$ cat config.mk
export PLATFORM = sky130hd
export DESIGN_NAME = lsu_ctrl
export DESIGN_NICKNAME = d
export VERILOG_FILES = /design/src/rtl/lsu_pkg.sv /design/src/rtl/lsu_align.sv /design/src/rtl/lsu_ctrl.sv
export SDC_FILE = /design/constraint.sdc
export NUM_CORES = 1
export LEC_CHECK = 0
export ABC_AREA = 1
export CAP_MARGIN = 20
export CORE_ASPECT_RATIO = 1.5
export CORE_UTILIZATION = 42
export CTS_CLUSTER_DIAMETER = 120
export DETAILED_ROUTE_END_ITERATION = 8
export PLACE_DENSITY = 0.75
export SYNTH_ARGS = -nofsm -noshare
export SYNTH_HDL_FRONTEND = slang
export SYNTH_SLANG_ARGS = --single-unit
$ cat constraint.sdc
create_clock -name clk -period 2.06 [get_ports clk]
set_clock_uncertainty 0.05 [all_clocks]
set_input_delay 0.618 -clock clk [delete_from_list [all_inputs] [get_ports clk]]
set_output_delay 0.618 -clock clk [all_outputs]
set_load 0.005 [all_outputs]
$ cat src/rtl/lsu_pkg.sv
// rtl/lsu_pkg.sv - shared opcodes, FSM states, access sizes and opcode decode for the LSU
package lsu_pkg;

    localparam logic [5:0] OP_LB  = 6'd0;
    localparam logic [5:0] OP_LH  = 6'd1;
    localparam logic [5:0] OP_LW  = 6'd2;
    localparam logic [5:0] OP_LBU = 6'd3;
    localparam logic [5:0] OP_LHU = 6'd4;
    localparam logic [5:0] OP_SB  = 6'd15;
    localparam logic [5:0] OP_SH  = 6'd16;
    localparam logic [5:0] OP_SW  = 6'd17;

    typedef enum logic [1:0] {
        ST_IDLE = 2'd0,
        ST_REQ  = 2'd1,
        ST_WAIT = 2'd2,
        ST_RESP = 2'd3
    } lsu_state_e;

    typedef enum logic [1:0] {
        SZ_BYTE = 2'd0,
        SZ_HALF = 2'd1,
        SZ_WORD = 2'd2
    } lsu_size_e;

    typedef struct packed {
        logic      legal;
        logic      store;
        logic      sext;
        lsu_size_e size;
    } lsu_dec_t;

    function automatic lsu_dec_t lsu_decode(input logic [5:0] op);
        lsu_dec_t d;
        d.legal = 1'b1;
        d.store = 1'b0;
        d.sext  = 1'b0;
        d.size  = SZ_WORD;
        case (op)
            OP_LB:   begin d.sext = 1'b1; d.size = SZ_BYTE; end
            OP_LH:   begin d.sext = 1'b1; d.size = SZ_HALF; end
            OP_LW:   d.size = SZ_WORD;
            OP_LBU:  d.size = SZ_BYTE;
            OP_LHU:  d.size = SZ_HALF;
            OP_SB:   begin d.store = 1'b1; d.size = SZ_BYTE; end
            OP_SH:   begin d.store = 1'b1; d.size = SZ_HALF; end
            OP_SW:   begin d.store = 1'b1; d.size = SZ_WORD; end
            default: d.legal = 1'b0;
        endcase
        return d;
    endfunction

endpackage

$ cat src/rtl/lsu_align.sv
// rtl/lsu_align.sv - combinational lane select, load extension and store replication
// Ports: size/sext/addr_lo describe the access; wdata is the store source, rdata
// the bus read word; be, wdata_rep and rdata_ext are the lane-aligned results.
module lsu_align
    import lsu_pkg::*;
(
    input  lsu_size_e   size,
    input  logic        sext,
    input  logic [1:0]  addr_lo,
    input  logic [31:0] wdata,
    input  logic [31:0] rdata,
    output logic [3:0]  be,
    output logic [31:0] wdata_rep,
    output logic [31:0] rdata_ext
);

    logic [7:0]  rbyte;
    logic [15:0] rhalf;

    always_comb begin
        case (addr_lo)
            2'd0:    rbyte = rdata[7:0];
            2'd1:    rbyte = rdata[15:8];
            2'd2:    rbyte = rdata[23:16];
            default: rbyte = rdata[31:24];
        endcase
        rhalf = addr_lo[1] ? rdata[31:16] : rdata[15:0];

        case (size)
            SZ_BYTE: begin
                be        = 4'b0001 << addr_lo;
                wdata_rep = {4{wdata[7:0]}};
                rdata_ext = {{24{sext & rbyte[7]}}, rbyte};
            end
            SZ_HALF: begin
                be        = addr_lo[1] ? 4'b1100 : 4'b0011;
                wdata_rep = {2{wdata[15:0]}};
                rdata_ext = {{16{sext & rhalf[15]}}, rhalf};
            end
            default: begin
                be        = 4'b1111;
                wdata_rep = wdata;
                rdata_ext = rdata;
            end
        endcase
    end

endmodule

$ cat src/rtl/lsu_ctrl.sv
// rtl/lsu_ctrl.sv - load/store unit controller: request FSM, access latches, bus timeout
// Ports: core side req_* in / rsp_* out, bus side mem_* out / mem_gnt, mem_rvalid,
// mem_rdata, mem_err in, busy out. Parameter TIMEOUT_CYC bounds the WAIT state.
// Build option MISALIGN_TRAP_EN: misaligned half/word accesses fail without touching
// the bus; otherwise the low address bits are cleared and the access proceeds.
module lsu_ctrl
    import lsu_pkg::*;
#(
    parameter int TIMEOUT_CYC = 16
) (
    input  logic        clk,
    input  logic        rst_n,
    input  logic        req_valid,
    output logic        req_ready,
    input  logic [5:0]  req_op,
    input  logic [31:0] req_addr,
    input  logic [31:0] req_wdata,
    output logic        rsp_valid,
    output logic [31:0] rsp_rdata,
    output logic        rsp_err,
    output logic        mem_req,
    input  logic        mem_gnt,
    output logic        mem_we,
    output logic [31:0] mem_addr,
    output logic [3:0]  mem_be,
    output logic [31:0] mem_wdata,
    input  logic        mem_rvalid,
    input  logic [31:0] mem_rdata,
    input  logic        mem_err,
    output logic        busy
);

    localparam int CNT_W = $clog2(TIMEOUT_CYC + 1);
    localparam logic [CNT_W-1:0] CNT_LAST = CNT_W'(TIMEOUT_CYC - 1);
`ifdef MISALIGN_TRAP_EN
    localparam logic TRAP_EN = 1'b1;
`else
    localparam logic TRAP_EN = 1'b0;
`endif

    lsu_state_e       state_q, state_d;
    logic [5:0]       op_q, op_d;
    logic [31:0]      addr_q, addr_d;
    logic [31:0]      wdata_q, wdata_d;
    logic [31:0]      rdata_q, rdata_d;
    logic             err_q, err_d;
    logic [CNT_W-1:0] cnt_q, cnt_d;

    logic [31:0] req_addr_al;
    logic        misalign;
    logic        reject;
    logic [3:0]  al_be;
    logic [31:0] al_wdata;
    logic [31:0] al_rdata;

    // The latched address is always naturally aligned, so the aligner never sees
    // offending low bits regardless of the trap option.
    always_comb begin
        req_addr_al = req_addr;
        misalign    = 1'b0;
        case (lsu_decode(req_op).size)
            SZ_HALF: begin
                misalign       = req_addr[0];
                req_addr_al[0] = 1'b0;
            end
            SZ_WORD: begin
                misalign         = |req_addr[1:0];
                req_addr_al[1:0] = 2'b00;
            end
            default: ;
        endcase
        reject = !lsu_decode(req_op).legal || (TRAP_EN && misalign);
    end

    lsu_align u_align (
        .size      (lsu_decode(op_q).size),
        .sext      (lsu_decode(op_q).sext),
        .addr_lo   (addr_q[1:0]),
        .wdata     (wdata_q),
        .rdata     (mem_rdata),
        .be        (al_be),
        .wdata_rep (al_wdata),
        .rdata_ext (al_rdata)
    );

    always_comb begin
        state_d = state_q;
        op_d    = op_q;
        addr_d  = addr_q;
        wdata_d = wdata_q;
        rdata_d = rdata_q;
        err_d   = err_q;
        cnt_d   = cnt_q;
        case (state_q)
            ST_IDLE: begin
                if (req_valid) begin
                    op_d    = req_op;
                    addr_d  = req_addr_al;
                    wdata_d = req_wdata;
                    rdata_d = '0;
                    cnt_d   = '0;
                    err_d   = reject;
                    state_d = reject ? ST_RESP : ST_REQ;
                end
            end
            ST_REQ: begin
                if (mem_gnt) state_d = ST_WAIT;
            end
            ST_WAIT: begin
                // rvalid is checked first so a response on the last allowed cycle wins.
                if (mem_rvalid) begin
                    state_d = ST_RESP;
                    err_d   = mem_err;
                    rdata_d = (mem_err || lsu_decode(op_q).store) ? 32'h0 : al_rdata;
                end else if (cnt_q == CNT_LAST) begin
                    state_d = ST_RESP;
                    err_d   = 1'b1;
                    rdata_d = '0;
                end else begin
                    cnt_d = cnt_q + 1'b1;
                end
            end
            default: state_d = ST_IDLE;
        endcase
    end

    always_ff @(posedge clk or negedge rst_n) begin
        if (!rst_n) begin
            state_q <= ST_IDLE;
            op_q    <= '0;
            addr_q  <= '0;
            wdata_q <= '0;
            rdata_q <= '0;
            err_q   <= 1'b0;
            cnt_q   <= '0;
        end else begin
            state_q <= state_d;
            op_q    <= op_d;
            addr_q  <= addr_d;
            wdata_q <= wdata_d;
            rdata_q <= rdata_d;
            err_q   <= err_d;
            cnt_q   <= cnt_d;
        end
    end

    // Bus and response outputs are gated by state so they read 0 whenever unused.
    assign busy      = (state_q != ST_IDLE);
    assign req_ready = !busy;
    assign mem_req   = (state_q == ST_REQ);
    assign mem_we    = mem_req && lsu_decode(op_q).store;
    assign mem_addr  = mem_req ? {addr_q[31:2], 2'b00} : 32'h0;
    assign mem_be    = mem_req ? al_be : 4'h0;
    assign mem_wdata = mem_we ? al_wdata : 32'h0;
    assign rsp_valid = (state_q == ST_RESP);
    assign rsp_rdata = rsp_valid ? rdata_q : 32'h0;
    assign rsp_err   = rsp_valid && err_q;

endmodule

==> impl_metrics.json <==
{
  "crit_path_frequent_cell": "buf_6",
  "worstSetupPathType": "reg2out",
  "synthFlopType": "dfrtp_1",
  "start_kind": "flip-flop",
  "fin_setup_tns_ps": -32940,
  "synth-edff-count": 0,
  "synth_common_cells": "nand2_1 (443), inv_1 (152), dfrtp_1 (110)",
  "rsz0062_at_grt": "true",
  "async_flop_share_pct": 100,
  "cts_buffers": 9,
  "p_total_mw": 15.7,
  "synth-seq-cells": 110,
  "min_period_over_period_pct": 128,
  "worstSetupEndpointType": "primary output",
  "grt_max_degree": 42,
  "wl_per_cell_microns": 16.9,
  "die_w_microns": 104,
  "htreeDepth": 3,
  "layout-drive-gt1-share_pct": 41.7,
  "antenna_found_initial": 0,
  "grt_use_total_pct": 29.6,
  "hold_viol_final": 0,
  "gp_congestion": 0.975,
  "dieArea_sq_um": 16100,
  "final_core_util_pct": 76.3,
  "cts_buffer_depth": 2,
  "grt_first_pass_wirelength_microns": 37700,
  "worstPathArrival_ps": 1960,
  "fin_crit_ps": 2630,
  "final_cells": 1540,
  "place_area_sq_um": 9310,
  "p_leak_nw": 6.61,
  "antenna_left": 0,
  "first_iter_violations": 430,
  "critPathSlowestCell": "dfrtp_2",
  "worst_slack_ps": -571,
  "ys_types": 32,
  "synth.area.top_cells": "dfrtp_1 (42%), nand2_1 (25%), inv_1 (8.7%)",
  "placed_cells": 1434,
  "startpoint": "op_q[2]$_DFFE_PN0P_",
  "yosysWarnings": 0,
  "pwr_density_cell_nw_per_um2": 1350,
  "cts_tree": "built",
  "row_count": 55,
  "fmax_ghz": 0.380,
  "nets": 1450,
  "vias_per_cell": 5.07,
  "ff2ff_setup_slack_ps": -80,
  "die_y_microns": 155,
  "hpwlAfterDp_microns": 15300,
  "core_sq_um": 15200,
  "ys_seq_area_share_pct": 41.9,
  "worstPathBufferInverterCount": 5,
  "slowest_delay_ps": 440,
  "yosysMostFrequentCell": "nand2_1",
  "yosys.area.top_type": "dfrtp_1",
  "path_cells": "inv_2, nor2_1, nand3_2, inv_1, nor2_4, nand2_8, buf_6, buf_6, a31oi_4, buf_2",
  "synth_top_area_share_pct": 41.9,
  "crit_family": "buffers and inverters",
  "ios": 214,
  "clk_pin_slew_ps": 80,
  "hp-class": "in2async",
  "wl_microns": 26000,
  "crit_fanout": 5,
  "overflow": 0,
  "area.growth.synth_to_final_pct": 76.7,
  "n_antenna_cell": 0,
  "maxCapViolations": 0,
  "vias": 7809,
  "clk_latency_ps": 350,
  "violations": "setup timing",
  "first_pass_iters": 7,
  "synth_cells": 1002,
  "reg2reg_from": "state_q[0]$_DFFE_PN0P_",
  "r2r-end": "rdata_q[7]$_DFFE_PN0P_",
  "final_max_slew_viol_count": 0,
  "grt_pass1_vias": 7600,
  "outcome": "complete, but fails checks",
  "initial_core_util_pct": 43.2,
  "ir_worst_vdd_mv": 0.786,
  "rr_worst_depth": 15,
  "fin_area_sq_um": 11600,
  "drc": 0,
  "avgSynthCellArea_sq_um": 6.55,
  "clock_sinks": 110,
  "critPathRequiredTime_ps": 1390,
  "syn_area_sq_um": 6570,
  "clock-root-buffer": "clkbuf_16",
  "setup_viol": 127,
  "io_buffers": 211
}
-- repair_timing --
action,in CTS,in global routing
gates resized for setup,497,352
buffers inserted,47,41
pin swaps,62,57
cloned,11,5
setup endpoints to repair,122,141
hold buffers,0,0
-- layout by cell type (no fill, tap or decap), drive strengths merged --
cell type and count:
clkinvlp 3, a21oi 33, a32o 1, o21ai 39
o22ai 1, nand3 67, clkinv 5, nor2 71
mux2i 1, inv 156, nand2 449, clkdlybuf4s15 1
dfrtp 110, ha 6, bufinv 1, nor3 5
conb 2, clkdlybuf4s50 106, a31oi 2, o31ai 1
nand4 9, o21a 1, buf 220, clkbuf 51
-- metal layers --
layer / share of wire (%) / GRT usage (%)
met5: 0 / 0
met4: 6.3 / 17.4
met3: 6.7 / 5.53
met2: 53 / 55.6
met1: 34 / 30.5
-- sequential cells by signal, summed over array words and instances (netlist names) --
register and flops:
cnt_q 5, addr_q 32, state_q 2, op_q 6, wdata_q 32, err_q 1, rdata_q 32
-- worst reg2reg max path: stages, from the launching register on --
cell and delay, ps:
dfrtp_1 410, buf_6 130, buf_6 110, inv_4 60
buf_6 100, ha_4 160, inv_4 50, nor3_4 210
nor2_4 80, nand3_4 90, nor2_4 50, buf_6 130
buf_16 150, buf_12 130, nand3_4 70, nand2_1 50
-- worst max-delay path by stage --
stage                    end  cells past startpoint  slack (ps)
4_1_cts            mem_be[3]                     10        -570
2_1_floorplan  mem_wdata[14]                      8          20
5_1_grt            mem_be[2]                     10        -640
3_3_place_gp   mem_wdata[28]                      9        -520
3_5_place_dp   mem_wdata[28]                      9        -590
6_report           mem_be[2]                     10        -570
-- power by group --
part | total, mW | internal (mW) | switching (mW) | leakage, nW
Clock | 1.87 | 1.00 | 0.869 | 0.153
Sequential | 3.77 | 3.00 | 0.761 | 1.41
Combinational | 10.0 | 4.68 | 5.36 | 5.05
Total | 15.7 | 8.68 | 6.99 | 6.61
-- kinds of logic after synthesis --
| family | Yosys count | share of synthesized area (%) |
|---|---|---|
| AO/OA/AOI/OAI | 78 | 6.21 |
| adder cells (fa/ha/maj) | 6 | 1.14 |
| buffers and inverters | 208 | 13.3 |
| flip-flops | 110 | 41.9 |
| multiplexers | 1 | 0.152 |
| other | 1 | 0.0571 |
| AND/OR/NAND/NOR | 598 | 37.2 |
-- layout make-up --
type / instances / area, sq um
tap: 199 / 249
inverter: 159 / 637
sequential: 110 / 2760
clock inverter: 6 / 77.6
timing repair buffer: 368 / 3590
clock buffer: 10 / 239
multi-input combinational: 688 / 4050
fill: 1042 / 3610
-- per-stage QoR --
stage	setup WS [ps]	hold slack, ps
after floorplan	17.8	272
after global placement	-522	409
after detailed placement	-586	415
after CTS	-570	67.3
after global routing	-639	71.6
final	-571	66.7
Note: power is estimated with default switching activity, not from simulation.
